===== src/rtl/uart_rx_gen.sv =====
// uart_rx_gen: oversampled UART receiver. It majority-votes each bit and delivers words over valid/ready.
// Define UART_RX_FIFO_EN to buffer words in a FIFO_DEPTH-entry FIFO instead of a single holding register.
//
// state    | meaning
// ST_IDLE  | line idle, waiting for a low sample (or for high after a break)
// ST_START | confirming the start bit at its centre
// ST_DATA  | shifting in DATA_BITS votes, LSB first
// ST_PAR   | checking the parity slot
// ST_STOP  | checking stop slot(s); the last centre pushes the word

module uart_rx_gen #(
    parameter int SYS_CLK    = 14000000,
    parameter int RATE       = 9600,
    parameter int OVERSAMPLE = 16,
    parameter int DATA_BITS  = 8,
    parameter int PARITY     = 0,
    parameter int STOP_BITS  = 1,
    parameter int FIFO_DEPTH = 4
) (
    input  logic                 clk,
    input  logic                 reset,
    input  logic                 din,
    output logic [DATA_BITS-1:0] dout,
    output logic                 valid,
    input  logic                 ready,
    output logic                 frame_err,
    output logic                 parity_err,
    output logic                 overrun
);

    localparam int DIV = SYS_CLK / (RATE * OVERSAMPLE);
    localparam int TW  = (DIV > 1) ? $clog2(DIV) : 1;
    localparam int SW  = $clog2(OVERSAMPLE);
    localparam int WW  = DATA_BITS + 2;

    localparam logic [TW-1:0] T_LAST  = TW'(DIV - 1);
    localparam logic [SW-1:0] SMP_LAST = SW'(OVERSAMPLE - 1);
    localparam logic [SW-1:0] SMP_V0   = SW'(OVERSAMPLE / 2 - 1);
    localparam logic [SW-1:0] SMP_V1   = SW'(OVERSAMPLE / 2);
    localparam logic [SW-1:0] SMP_DEC  = SW'(OVERSAMPLE / 2 + 1);
    localparam logic [3:0]    B_DLAST  = 4'(DATA_BITS - 1);
    localparam logic [3:0]    B_SLAST  = 4'(STOP_BITS - 1);

    localparam logic [2:0] ST_IDLE  = 3'd0;
    localparam logic [2:0] ST_START = 3'd1;
    localparam logic [2:0] ST_DATA  = 3'd2;
    localparam logic [2:0] ST_PAR   = 3'd3;
    localparam logic [2:0] ST_STOP  = 3'd4;

    localparam bit CFG_OK = (DIV >= 1) && (OVERSAMPLE % 2 == 0) &&
                            (OVERSAMPLE >= 8) && (OVERSAMPLE <= 32) &&
                            (DATA_BITS >= 5) && (DATA_BITS <= 9) &&
                            (PARITY >= 0) && (PARITY <= 2) &&
                            (STOP_BITS == 1 || STOP_BITS == 2) &&
                            (FIFO_DEPTH >= 2) && ((FIFO_DEPTH & (FIFO_DEPTH - 1)) == 0);

    generate
        if (!CFG_OK) begin : g_bad_cfg
            $error("uart_rx_gen: unsupported parameter set");
        end
    endgenerate

    logic r_sync1;
    logic r_sync2;
    logic w_sdin;

    always_ff @(posedge clk) begin
        if (reset) begin
            r_sync1 <= 1'b1;
            r_sync2 <= 1'b1;
        end else begin
            r_sync1 <= din;
            r_sync2 <= r_sync1;
        end
    end

    assign w_sdin = r_sync2;

    logic [TW-1:0] r_tcnt;
    logic          w_tick;

    assign w_tick = (r_tcnt == T_LAST);

    always_ff @(posedge clk) begin
        if (reset || w_tick) begin
            r_tcnt <= '0;
        end else begin
            r_tcnt <= r_tcnt + 1'b1;
        end
    end

    logic [2:0]           r_state;
    logic [SW-1:0]        r_scnt;
    logic [3:0]           r_bcnt;
    logic                 r_v0;
    logic                 r_v1;
    logic [DATA_BITS-1:0] r_shift;
    logic                 r_ferr;
    logic                 r_perr;
    logic                 r_brk;

    logic [SW-1:0] w_scnt_nxt;
    logic          w_centre;
    logic          w_vote;
    logic          w_par_x;
    logic          w_perr_calc;
    logic          w_last_stop;
    logic          w_push;
    logic [WW-1:0] w_word;

    assign w_scnt_nxt  = (r_scnt == SMP_LAST) ? '0 : r_scnt + 1'b1;
    assign w_centre    = (w_scnt_nxt == SMP_DEC);
    assign w_vote      = (r_v0 & r_v1) | (r_v0 & w_sdin) | (r_v1 & w_sdin);
    assign w_par_x     = ^{r_shift, w_vote};
    assign w_perr_calc = (PARITY == 1) ? ~w_par_x : w_par_x;
    assign w_last_stop = (r_bcnt == B_SLAST);
    assign w_push      = w_tick && (r_state == ST_STOP) && w_centre && w_last_stop;
    assign w_word      = {r_ferr | ~w_vote, r_perr, r_shift};

    // The state always names the slot whose centre comes next; scnt keeps running across slots.
    always_ff @(posedge clk) begin
        if (reset) begin
            r_state <= ST_IDLE;
            r_scnt  <= '0;
            r_bcnt  <= '0;
            r_v0    <= 1'b1;
            r_v1    <= 1'b1;
            r_shift <= '0;
            r_ferr  <= 1'b0;
            r_perr  <= 1'b0;
            r_brk   <= 1'b0;
        end else if (w_tick) begin
            if (r_state == ST_IDLE) begin
                if (r_brk) begin
                    if (w_sdin) begin
                        r_brk <= 1'b0;
                    end
                end else if (!w_sdin) begin
                    r_state <= ST_START;
                    r_scnt  <= '0;
                end
            end else begin
                r_scnt <= w_scnt_nxt;
                if (w_scnt_nxt == SMP_V0) begin
                    r_v0 <= w_sdin;
                end
                if (w_scnt_nxt == SMP_V1) begin
                    r_v1 <= w_sdin;
                end
                if (w_centre) begin
                    case (r_state)
                        ST_START: begin
                            if (w_vote) begin
                                r_state <= ST_IDLE;
                            end else begin
                                r_state <= ST_DATA;
                                r_bcnt  <= '0;
                                r_ferr  <= 1'b0;
                                r_perr  <= 1'b0;
                            end
                        end
                        ST_DATA: begin
                            r_shift <= {w_vote, r_shift[DATA_BITS-1:1]};
                            if (r_bcnt == B_DLAST) begin
                                r_bcnt  <= '0;
                                r_state <= (PARITY != 0) ? ST_PAR : ST_STOP;
                            end else begin
                                r_bcnt <= r_bcnt + 1'b1;
                            end
                        end
                        ST_PAR: begin
                            r_perr  <= w_perr_calc;
                            r_state <= ST_STOP;
                        end
                        ST_STOP: begin
                            if (!w_vote) begin
                                r_ferr <= 1'b1;
                            end
                            if (w_last_stop) begin
                                r_state <= ST_IDLE;
                                r_brk   <= r_ferr | ~w_vote;
                            end else begin
                                r_bcnt <= r_bcnt + 1'b1;
                            end
                        end
                        default: begin
                            r_state <= ST_IDLE;
                        end
                    endcase
                end
            end
        end
    end

    logic          r_valid;
    logic [WW-1:0] r_word;
    logic          r_overrun;
    logic          w_pop;

    assign w_pop = r_valid && ready;

`ifdef UART_RX_FIFO_EN
    localparam int AW = $clog2(FIFO_DEPTH);
    localparam int CW = AW + 1;

    logic [WW-1:0] r_mem [FIFO_DEPTH];
    logic [AW-1:0] r_wr;
    logic [AW-1:0] r_rd;
    logic [AW-1:0] w_rd_nxt;
    logic [CW-1:0] r_cnt;
    logic [CW-1:0] w_cnt_nxt;
    logic          w_full;
    logic          w_push_ok;
    logic [WW-1:0] w_head_nxt;

    assign w_full    = (r_cnt == CW'(FIFO_DEPTH));
    assign w_push_ok = w_push && (!w_full || w_pop);
    assign w_rd_nxt  = r_rd + 1'b1;
    assign w_cnt_nxt = r_cnt + CW'(w_push_ok) - CW'(w_pop);

    // r_word mirrors mem[rd]; an incoming word becomes head directly when nothing older remains.
    always_comb begin
        w_head_nxt = r_word;
        if (w_cnt_nxt != '0) begin
            if (w_pop) begin
                w_head_nxt = (r_cnt > CW'(1)) ? r_mem[w_rd_nxt] : w_word;
            end else if (r_cnt == '0) begin
                w_head_nxt = w_word;
            end
        end
    end

    always_ff @(posedge clk) begin
        if (w_push_ok) begin
            r_mem[r_wr] <= w_word;
        end
    end

    always_ff @(posedge clk) begin
        if (reset) begin
            r_wr      <= '0;
            r_rd      <= '0;
            r_cnt     <= '0;
            r_valid   <= 1'b0;
            r_word    <= '0;
            r_overrun <= 1'b0;
        end else begin
            r_overrun <= w_push && !w_push_ok;
            if (w_push_ok) begin
                r_wr <= r_wr + 1'b1;
            end
            if (w_pop) begin
                r_rd <= w_rd_nxt;
            end
            r_cnt   <= w_cnt_nxt;
            r_valid <= (w_cnt_nxt != '0);
            r_word  <= w_head_nxt;
        end
    end
`else
    logic w_push_ok;

    assign w_push_ok = w_push && (!r_valid || ready);

    always_ff @(posedge clk) begin
        if (reset) begin
            r_valid   <= 1'b0;
            r_word    <= '0;
            r_overrun <= 1'b0;
        end else begin
            r_overrun <= w_push && !w_push_ok;
            if (w_push_ok) begin
                r_word  <= w_word;
                r_valid <= 1'b1;
            end else if (w_pop) begin
                r_valid <= 1'b0;
            end
        end
    end
`endif

    assign dout       = r_word[DATA_BITS-1:0];
    assign frame_err  = r_word[WW-1];
    assign parity_err = r_word[WW-2];
    assign valid      = r_valid;
    assign overrun    = r_overrun;

endmodule

===== config.mk =====
export PLATFORM = sky130hd
export DESIGN_NAME = uart_rx_gen
export DESIGN_NICKNAME = d
export VERILOG_FILES = /design/src/rtl/uart_rx_gen.sv
export SDC_FILE = /design/constraint.sdc
export NUM_CORES = 1
export LEC_CHECK = 0
export CORE_MARGIN = 4
export CORE_UTILIZATION = 38
export DETAILED_ROUTE_END_ITERATION = 7
export HOLD_SLACK_MARGIN = 0.06
export PLACE_DENSITY = 0.61
export SETUP_SLACK_MARGIN = 0.3
export SYNTH_ARGS = -nofsm -noshare
export SYNTH_HDL_FRONTEND = slang
export SYNTH_SLANG_ARGS = --single-unit
export TNS_END_PERCENT = 100

===== constraint.sdc =====
create_clock -name clk -period 2.3 [get_ports clk]
set_clock_uncertainty 0.2 [all_clocks]
set_input_delay 0.46 -clock clk [delete_from_list [all_inputs] [get_ports clk]]
set_output_delay 0.46 -clock clk [all_outputs]
set_load 0.03 [all_outputs]

==> key figures <==
Setup path
  • R2R Setup Slk: 210 ps
  • Delay-heaviest family, CP: simple AND/OR/NAND/NOR gates
  • Largest stage delay on the critical path: 530 ps
  • Setup crit end: r_word[8]
  • Worst Setup SP: r_state[2]
  • WP depth: 6
  • WP data arrival: 2100 ps
  • Worst R2R End: r_word[8]
  • CP Class: reg -> reg
  • Worst setup EP type: flop
  • Worst-path fanout max: 8
  • Slowest cell on the critical path: dfxtp_1
  • Cells on worst reg2reg path: 6
  • Worst-path cell chain: or3b_1, nor2_4, and4_4, clkbuf_16, mux2i_1, nor2_1
  • Worst Path Required: 2300 ps
  • R2r startpoint: r_state[2]
  • Crit path launch type: flop
  • WP buf/inv: 1

Place
  • Gpl congestion: 0.7911
  • Detailed placer's ending HPWL: 3.213 mm
  • Port bufs: 15
  • Placed cell area: 2594 um^2

Clock network
  • Total CTS buffers: 5
  • CTS sink count: 45
  • Clk slew on worst S/H paths: 90 ps
  • Max clock buf depth: 2
  • CTS tree: done
  • Hold_buf cts: 0
  • CTS root buffer: clkbuf_8
  • Latest clock arrival within the worst-skew pair: 300 ps
  • H-tree depth: 2

Routing
  • Antenna viol nets, final: 0
  • DR WL/cell: 14.35 um
  • Via count: 1906
  • First-pass detailed-route iteration total: 4
  • DRC viols: 0
  • Drt initial violations: 183
  • Final WL: 5.138 mm
  • Vias per inst: 5.324

Status
  • Outcome: completed

Floorplan
  • Std cell rows: 28
  • Die Y: 86.32 um
  • Chip width: 86.32 um
  • Full die area: 7451 um^2
  • Initial Utilization: 39.37%
  • I/O pin count: 16
  • Core area: 5921 um^2

Synthesis
  • Number of synthesized register bits: 45
  • Ys async rst share: 0%
  • Cells taking the most area after synthesis: dfxtp_1 39%, mux2i_1 7.3%, nor2_1 6.0%, ha_1 4.3%, xnor2_1 3.8%
  • Post-synth EDFFs: 0
  • Mapped Area: 2331 um^2
  • Synth cell types: 54
  • Leading area contributor after synthesis: dfxtp_1
  • Syn Area/Cell: 9.476 um^2
  • Syn. warnings: 0
  • Synth Flop Type: dfxtp_1
  • Synth top area share: 38.65%
  • Synth Instances: 246
  • Syn nets: 258
  • Fraction of the yosys area taken by sequential cells: 38.65%

GRT
  • Total gr overflow: 0
  • Vias in the first global route: 1762
  • Initial antenna violation count: 0
  • Wire length of the first global-routing pass: 8.059 mm
  • GRT Util Overall: 13.07%
  • Largest net degree at the start of global routing: 17

Cells and area
  • Synthesis-to-layout area growth: 28.02%
  • Post-layout instance area: 2984 um^2
  • Final #Nets: 295
  • Ant diodes: 0
  • Most frequent cells in the layout: 38 x dfxtp_1, 36 x nor2_1, 21 x buf_4
  • Most common cell after layout, fill and taps aside: dfxtp_1
  • Share of layout cells above drive strength 1: 27.21%

Min path
  • Hold Path Stages: 1
  • Hold WC Path Type: reg -> reg

Timing
  • Rel. slew slack: 65.81%
  • Min Tclk post-route: 2092 ps
  • Final setup violation count: 0
  • Final hold vios: 0
  • RSZ-0062 raised after global routing: true
  • Setup TNS: 0 ps
  • Least-Margin Pin Slew: 507.5 ps
  • Period utilisation layout: 90.97%
  • Slew Viols, Final: 0
  • Max Clk Rate: 0.4780 GHz

Power
  • Worst VDD drop: 0.0003514 V
  • PwrDens: 443.3 nW/um^2
  • Lkg Pwr: 1.217 nW

Job
  • Number of max-cap violations: 0
==> report_power, final <==
| part | total [mW] | internal (mW) | switching (mW) |
|---|---|---|---|
| clock | 0.485 | 0.210 | 0.275 |
| combinational | 0.0461 | 0.0207 | 0.0254 |
| sequential | 0.792 | 0.784 | 0.00767 |
| total | 1.32 | 1.01 | 0.308 |
==> state kept, by name, summed over array words and instances (netlist names) <==
| register | count |
|---|---|
| r_sync1 | 1 |
| r_ferr | 1 |
| r_scnt | 4 |
| r_perr | 1 |
| overrun | 1 |
| r_sync2 | 1 |
| r_word | 10 |
| r_shift | 8 |
| r_brk | 1 |
| r_state | 3 |
| r_tcnt | 7 |
| r_bcnt | 4 |
| valid | 1 |
| r_v1 | 1 |
| r_v0 | 1 |
==> layer usage <==
layer,wire length [um],global-route usage (%),part of all wire (%)
met1,2340,17.20,46
met2,2529,21.70,49
met3,250,2.852,4.9
met4,17,3.399,0.33
met5,0,0,0
==> layout make-up <==
type / count / area (um^2)
Clock buffer: 5 / 68.82
Tap cell: 75 / 93.84
Timing Repair Buffer: 42 / 409.1
Clock inverter: 2 / 16.27
Fill cell: 546 / 2937
Sequential cell: 45 / 914.6
Multi-Input combinational cell: 181 / 1446
Inverter: 8 / 35.03
==> worst register-to-register path: stages, from the launching register on <==
cell       delay [ps]
dfxtp_1           530
or3b_1            470
nor2_4            140
and4_4            280
clkbuf_16         160
mux2i_1           180
nor2_1             50
==> metrics by stage <==
stage / hold slack (ps) / util [%] / setup WS, ps / std cells / power (mW)
finish: 228.3 / 50.40 / 207.8 / 358 / 1.323
global route: 241.8 / 50.40 / 115.2 / 358 / 1.366
CTS: 232.7 / 46.96 / 236.0 / 348 / 1.342
detailed placement: 209.9 / 43.81 / 99.26 / 335 / 0.8526
global placement: 220.4 / 43.81 / 134.7 / 335 / 0.8524
floorplan: 189.5 / - / 287.8 / 246 / 0.8359
==> Yosys cell counts, types with 4 or more instances <==
cell	n
nand3_1	6
nand2_1	11
inv_1	8
dfxtp_1	45
a21oi_1	13
xnor2_1	10
clkbuf_1	5
nor2b_1	5
mux2i_1	17
nor2_1	37
buf_6	4
ha_1	8
nor3_1	6
o21ai_0	9
==> worst min path at each step <==
| stage | slack (ps) | from | endpoint |
|---|---|---|---|
| after floorplan | 190 | r_sync1 | r_sync2 |
| after global placement | 220 | r_sync1 | r_sync2 |
| after detailed placement | 210 | r_sync1 | r_sync2 |
| after CTS | 230 | r_sync1 | r_sync2 |
| after global routing | 240 | r_sync1 | r_sync2 |
| final | 230 | r_sync1 | r_sync2 |
==> logic make-up (layout without fill, tap and decap cells) <==
kind of cell | count (synthesis) | in the layout | synth area share [%]
mux | 17 | 17 | 7.300
buf+inv | 20 | 57 | 4.884
compound gates | 42 | 42 | 14.49
simple gates | 99 | 99 | 24.05
flops | 45 | 45 | 38.65
xor+xnor | 14 | 14 | 5.851
fa+ha+maj | 9 | 9 | 4.777
==> timing repair <==
action,4_1_cts,5_1_grt
pin swaps,5,15
resized for setup,19,33
gates cloned,0,1
setup buffers,6,9
setup endpoints to repair,34,41
(Power assumes the default switching activity.)
